[src/rtl/fetch_pc_unit_if.sv]
// Fetch unit bus: control inputs from later stages, instruction-memory port and
// the decode (D) register outputs.
interface fetch_pc_unit_if;
  logic        stall_i;
  logic        redirect_i;
  logic [9:0]  redirect_pc_i;
  logic        halt_i;
  logic [31:0] f_instr_i;
  logic [9:0]  pc_o;
  logic [9:0]  D_pc_o;
  logic [31:0] D_instr_o;
  logic        D_valid_o;
  logic        halted_o;

  modport master (
    input  stall_i, redirect_i, redirect_pc_i, halt_i, f_instr_i,
    output pc_o, D_pc_o, D_instr_o, D_valid_o, halted_o
  );

  modport slave (
    output stall_i, redirect_i, redirect_pc_i, halt_i, f_instr_i,
    input  pc_o, D_pc_o, D_instr_o, D_valid_o, halted_o
  );
endinterface

[src/rtl/fetch_pc_unit.sv]
// Fetch PC generator with a single decode pipeline register.
// Handles redirect/flush, halt and stall; all outputs come straight from flops.
module fetch_pc_unit #(
  parameter logic [9:0]  RESET_PC  = 10'h000,
  parameter logic [31:0] NOP_INSTR = 32'h00000013
) (
  input  logic             clk_i,
  input  logic             rst_i,
  fetch_pc_unit_if.master  bus
);

  typedef enum logic [1:0] {StBoot, StRun, StHalt} state_e;

  state_e      state_q, state_d;
  logic [9:0]  pc_q, pc_d;
  logic [9:0]  d_pc_q, d_pc_d;
  logic [31:0] d_instr_q, d_instr_d;
  logic        d_valid_q, d_valid_d;

  // Redirect targets are word aligned; the low address bits are dropped.
  logic unused_redirect_lsbs;
  assign unused_redirect_lsbs = ^bus.redirect_pc_i[1:0];

  always_comb begin
    state_d   = state_q;
    pc_d      = pc_q;
    d_pc_d    = d_pc_q;
    d_instr_d = d_instr_q;
    d_valid_d = d_valid_q;
    unique case (state_q)
      StBoot: state_d = StRun;
      StRun: begin
        if (bus.redirect_i) begin
          pc_d      = {bus.redirect_pc_i[9:2], 2'b00};
          d_instr_d = NOP_INSTR;
          d_valid_d = 1'b0;
        end else if (bus.halt_i) begin
          state_d   = StHalt;
          d_instr_d = NOP_INSTR;
          d_valid_d = 1'b0;
        end else if (!bus.stall_i) begin
          d_instr_d = bus.f_instr_i;
          d_pc_d    = pc_q;
          d_valid_d = 1'b1;
          pc_d      = pc_q + 10'd4;
        end
      end
      StHalt: ;
      default: state_d = StBoot;
    endcase
  end

  always_ff @(posedge clk_i or negedge rst_i) begin
    if (!rst_i) begin
      state_q   <= StBoot;
      pc_q      <= RESET_PC;
      d_pc_q    <= 10'h000;
      d_instr_q <= NOP_INSTR;
      d_valid_q <= 1'b0;
    end else begin
      state_q   <= state_d;
      pc_q      <= pc_d;
      d_pc_q    <= d_pc_d;
      d_instr_q <= d_instr_d;
      d_valid_q <= d_valid_d;
    end
  end

  assign bus.pc_o      = pc_q;
  assign bus.D_pc_o    = d_pc_q;
  assign bus.D_instr_o = d_instr_q;
  assign bus.D_valid_o = d_valid_q;
  assign bus.halted_o  = (state_q == StHalt);

endmodule

[src/flat_wrapper.sv]
// flat-port wrapper written by rule: the top's interface ports become plain ports
module fetch_pc_unit_flat 
#(
  parameter logic [9:0]  RESET_PC  = 10'h000,
  parameter logic [31:0] NOP_INSTR = 32'h00000013
)
  (clk_i, rst_i, bus_stall_i, bus_redirect_i, bus_redirect_pc_i, bus_halt_i, bus_f_instr_i, bus_pc_o, bus_D_pc_o, bus_D_instr_o, bus_D_valid_o, bus_halted_o);
  fetch_pc_unit_if bus_i ();
  input  logic clk_i;
  input  logic rst_i;
  input wire logic [$bits(bus_i.stall_i)-1:0] bus_stall_i;
  input wire logic [$bits(bus_i.redirect_i)-1:0] bus_redirect_i;
  input wire logic [$bits(bus_i.redirect_pc_i)-1:0] bus_redirect_pc_i;
  input wire logic [$bits(bus_i.halt_i)-1:0] bus_halt_i;
  input wire logic [$bits(bus_i.f_instr_i)-1:0] bus_f_instr_i;
  output wire logic [$bits(bus_i.pc_o)-1:0] bus_pc_o;
  output wire logic [$bits(bus_i.D_pc_o)-1:0] bus_D_pc_o;
  output wire logic [$bits(bus_i.D_instr_o)-1:0] bus_D_instr_o;
  output wire logic [$bits(bus_i.D_valid_o)-1:0] bus_D_valid_o;
  output wire logic [$bits(bus_i.halted_o)-1:0] bus_halted_o;
  assign bus_i.stall_i = bus_stall_i;
  assign bus_i.redirect_i = bus_redirect_i;
  assign bus_i.redirect_pc_i = bus_redirect_pc_i;
  assign bus_i.halt_i = bus_halt_i;
  assign bus_i.f_instr_i = bus_f_instr_i;
  assign bus_pc_o = bus_i.pc_o;
  assign bus_D_pc_o = bus_i.D_pc_o;
  assign bus_D_instr_o = bus_i.D_instr_o;
  assign bus_D_valid_o = bus_i.D_valid_o;
  assign bus_halted_o = bus_i.halted_o;
  fetch_pc_unit #(.RESET_PC(RESET_PC), .NOP_INSTR(NOP_INSTR)) u_core (.clk_i(clk_i), .rst_i(rst_i), .bus(bus_i));
endmodule
[config.mk]
export PLATFORM = sky130hd
export DESIGN_NAME = fetch_pc_unit_flat
export DESIGN_NICKNAME = d
export VERILOG_FILES = /design/src/rtl/fetch_pc_unit_if.sv /design/src/rtl/fetch_pc_unit.sv /design/src/flat_wrapper.sv
export SDC_FILE = /design/constraint.sdc
export NUM_CORES = 1
export LEC_CHECK = 0
export CORE_MARGIN = 3
export CORE_UTILIZATION = 42
export DETAILED_ROUTE_END_ITERATION = 12
export GPL_ROUTABILITY_DRIVEN = 0
export GPL_TIMING_DRIVEN = 0
export PLACE_DENSITY = 0.85
export SYNTH_ARGS = -nofsm -noshare
export SYNTH_HDL_FRONTEND = slang
export SYNTH_SLANG_ARGS = --single-unit
[constraint.sdc]
create_clock -name clk_i -period 1.9 [get_ports clk_i]
set_input_delay 0.285 -clock clk_i [delete_from_list [all_inputs] [get_ports clk_i]]
set_output_delay 0.285 -clock clk_i [all_outputs]
set_load 0.02 [all_outputs]
# [Word level (Yosys, flattened, before mapping)]
# Index checks and enable logic that the tools add are counted.
[classes] mux=12 n_addsub=1 reduce_logical=5 bitwise_logic=4 eq_ne=7
[ops] cell="$mux 32" n=3
[ops] cell="$mux 10" n=3
[ops] cell="$add 10x3->10 const B" n=1
[ops] cell="$ne 2x2->1 const B" n=3
[ops] cell="$pmux 2 s3" n=1
[ops] cell="$reduce_and 3->1" n=2
[ops] cell="$mux 2" n=2
[ops] cell="$not 1->1" n=4
[ops] cell="$reduce_and 4->1" n=1
[ops] cell="$mux 1" n=3
[ops] cell="$ne 3x1->1 const B" n=1
[ops] cell="$eq 2x1->1 const B" n=1
[ops] cell="$eq 2x2->1 const B" n=1
[ops] cell="$logic_not 2->1" n=1
[ops] cell="$ne 2x1->1 const B" n=1
[ops] cell="$reduce_and 2->1" n=1
[word_totals] regBits=55 input_bits=47 out_inout_bits=54

# [Depth between registers and ports, before layout]
[depth] word_depth=4 depth_mapped=5 mapped_depth_nobuf=4

# [Worst setup path before layout]
# No wires, ideal clock.
[synth_timing] path_type="register -> register" start="reg u_core.state_q[1]" end="reg u_core.d_pc_q[2] (netlist: u_core.bus.D_pc_o[2])" t_arrival_ns=1.569 path_stages_with_launch=5 required_time_ns=1.775 period_less_slack_ns=1.694 path_slack_ns=0.206 n_path_buf=1 path_cell_list="dfrtp_1 -> or4b_4 -> or2_4 -> buf_6 -> mux2_4"
[synth_via] elab_chain_len=2
[synth_lines] element="start, declared" line="fetch_pc_unit.sv:14" text="state_e state_q, state_d;"
[synth_lines] element="start signal, assigned" line="fetch_pc_unit.sv:55" text="state_q <= StBoot;"
[synth_lines] element="start signal, assigned" line="fetch_pc_unit.sv:61" text="state_q <= state_d;"
[synth_lines] element="$eq 2x1->1" line="fetch_pc_unit.sv:30" text="unique case (state_q)"
[synth_lines] element="$reduce_and 4->1 (no source line)"
[synth_lines] element="end signal, assigned" line="fetch_pc_unit.sv:63" text="d_pc_q <= d_pc_d;"
[synth_lines] element="end, declared" line="fetch_pc_unit.sv:16" text="logic [9:0] d_pc_q, d_pc_d;"
# No other way between the ends.
# A chain may end at the register's enable or synchronous reset.

# [Worst setup path in the final report]
[layout_timing] start="in bus_redirect_i" end="reg u_core.d_pc_q[7] (netlist: u_core.bus.D_pc_o[7])"
[layout_via] elab_chain_len=2
[layout_lines] element="start, declared" line="flat_wrapper.sv:12" text="input wire logic [$bits(bus_i.redirect_i)-1:0] bus_redirect_i;"
[layout_lines] element="$not 1->1 (no source line)"
[layout_lines] element="$reduce_and 4->1 (no source line)"
# No other way between the ends.

==> impl_metrics.tcl <==
set metrics [dict create \
    drt_pass1_iterations 4 \
    antenna_found_initial 0 \
    clkTransAtPathRegs_ns 0.08 \
    fp.dieW_microns 79.6 \
    cp-start-kind "input pin" \
    fin_crit_sh_pct 94.4 \
    clk_latency_ns 0.30 \
    synthesis.area_sq_mm 0.00227 \
    rr_worst_depth 4 \
    die_h_microns 79.6 \
    final_util_pct 66.2 \
    io-pin-count 101 \
    fill_cells 437 \
    final_common_cell "clkdlybuf4s50_1" \
    finalHoldViolCount 0 \
    timing.fmax_mhz 558 \
    finalClockSkew_ns 0.00883 \
    irDropWorstVdd_mv 0.462 \
    rrSetupSlack_ns 0.13 \
    grt_usage_pct 18.2 \
    cts_buffer_depth 2 \
    ys_ff_latch 51 \
    vias 1912 \
    cts-root-buf "clkbuf_8" \
    via_per_inst 5.27 \
    antenna_left 0 \
    grt_remaining_overflow 0 \
    synth_cell_types 44 \
    period_needed_ns 1.79 \
    synthToLayoutAreaGrowth_pct 50.5 \
    cts_tree "yes" \
    cts_buffers 5 \
    initial_core_util_pct 44.0 \
    io_buffers 93 \
    whs_ns 0.478 \
    insertedDiodeCount 0 \
    critPathRequiredTime_ns 2.09 \
    syn_inst 187 \
    yosysSeqAreaShare_pct 56.3 \
    critical_path_class "input pin to register" \
    grt_max_degree 30 \
    synth_warnings 0 \
    rsz0062_at_grt "no" \
    maxSlewHeadroom_pct 61.0 \
    layout-drive-gt1-share_pct 11.3 \
    crit_path_max_fanout 10 \
    tightest_slew_ns 0.583 \
    first_iter_violations 88 \
    grt_pass1_wl_microns 9020 \
    setup_viol 0 \
    core.rowCount 26 \
    p_leak_nw 1.58 \
    htreeDepth 2 \
    wl_per_cell_microns 15.4 \
    drv_slew 0 \
    cp-end-kind "register" \
    place_area_sq_mm 0.00332 \
    post_cts_buffers 0 \
    min_path_cells 1 \
    coreArea_sq_mm 0.00517 \
    postSynthAreaPerCell_sq_um 12.2 \
    power_density_mw_per_mm2 1120 \
    timing.max_cap.violations 0 \
    wirelength_microns 5580 \
    status "completed" \
    hold_class "register to register" \
    cp.arrival_ns 1.98 \
    cts.sinks 51 \
    finish.net_count 340 \
    grt_pass1_vias 1883 \
    drc 0 \
    die_area_sq_mm 0.00633 \
    place_hpwl_microns 4210 \
    final_cell_mix "90 x clkdlybuf4s50_1, 48 x dfrtp_1, 19 x a22o_1" \
    final_cell_area_sq_mm 0.00342 \
]
sequential cells by signal (all words and copies together) (netlist names):
register and cells:
u_core.bus.D_instr_o 32, u_core.bus.D_valid_o 1, u_core.bus.pc_o 8, u_core.state_q 2, u_core.bus.D_pc_o 8
critical path: stages:
cell and delay [ns]:
clkdlybuf4s50_1 0.44, or4b_4 0.55, or2_4 0.25, buf_6 0.15, mux2_4 0.30
repair_timing:
| action | in CTS | in global routing |
|---|---|---|
| setup endpoints to repair | 7 | 4 |
| hold endpoints to repair | 22 | 0 |
| resized for setup | 1 | 3 |
| hold buffers | 1 | 0 |
per-stage QoR:
stage	power (mW)	cells	setup WS, ns	TNS, ns
floorplan	2.44	190	0.206	0
global placement	3.17	353	-0.858	-50.56
detailed placement	3.22	354	-0.342	-8.64
CTS	3.85	363	0.0152	0
global route	4.07	363	0.0648	0
finish	3.82	363	0.107	0
path summary, 6_finish.rpt:
path	start	end
worst max-delay path	bus_redirect_i	u_core.bus.D_pc_o[7]
worst min-delay path	u_core.bus.D_instr_o[16]	u_core.bus.D_instr_o[16]
worst max register to register	u_core.state_q[1]	u_core.bus.D_pc_o[7]
worst min register to register	u_core.bus.D_instr_o[16]	u_core.bus.D_instr_o[16]
max in group asynchronous	rst_i	u_core.bus.D_instr_o[4]
min in group asynchronous	rst_i	u_core.bus.D_instr_o[31]
Yosys cell counts (all sizes together):
cell type  instances  share of area, %
a211oi             1              0.33
a21boi             1              0.33
a21o              12               4.0
a21oi              8               1.8
a22o              19               7.3
a311oi             2              0.77
a31o               1              0.39
a31oi              1              0.28
a32oi              1              0.39
a41oi              1              0.39
and2               1              0.28
and3               2              0.55
and4               1              0.39
buf                8               2.4
clkbuf            10               1.7
conb               1              0.16
dfrtp             48                53
dfstp              3               3.5
ha                 1              0.55
inv                5              0.83
mux2               8               5.1
mux2i              1              0.44
nand2              1              0.16
nand2b             1              0.28
nand3              2              0.44
nand3b             2              0.66
nand4              4               1.1
nor2              11               1.8
nor2b              2              0.55
nor4               4               1.1
nor4b             10               3.9
o211ai             2              0.66
o21bai             1              0.33
o221ai             1              0.39
o22a               3               1.2
o32a               2              0.88
or2                3              0.94
or4b               1              0.61
or4bb              1              0.50
power by group:
part           switching, mW  internal, mW  total (mW)
logic                  0.785         0.823        1.61
clock network          0.338         0.294       0.632
registers              0.254          1.33        1.58
total                   1.38          2.45        3.82
cell families after synthesis:
kind of cell | Yosys count | synth area share (%)
and+or+nand+nor | 46 | 13.2
DFF | 51 | 56.3
muxes | 9 | 5.56
AOI/OAI and AO/OA | 56 | 19.3
buffers and inverters | 23 | 4.90
adders and majority gates | 1 | 0.550
other | 1 | 0.165
per-layer routing:
| metal | GRT usage, % | up-vias | wire length [microns] |
|---|---|---|---|
| li1 | - | 908 | - |
| met2 | 28.7 | 82 | 2770 |
| met5 | 0 | - | 0 |
| met3 | 5.98 | 9 | 432 |
| met1 | 24.2 | 913 | 2320 |
| met4 | 4.12 | 0 | 59 |
cell type report:
class	count	area, sq um	area share [%]
flip-flops and latches	51	1280	37.4
inverters	5	18.8	0.548
clock inverters	1	5.00	0.146
repair buffers	95	957	28.0
multi-input cells	116	893	26.1
well taps	70	87.6	2.56
plain buffers	18	93.8	2.74
clock buffers	7	86.3	2.52
(Power assumes the default switching activity.)
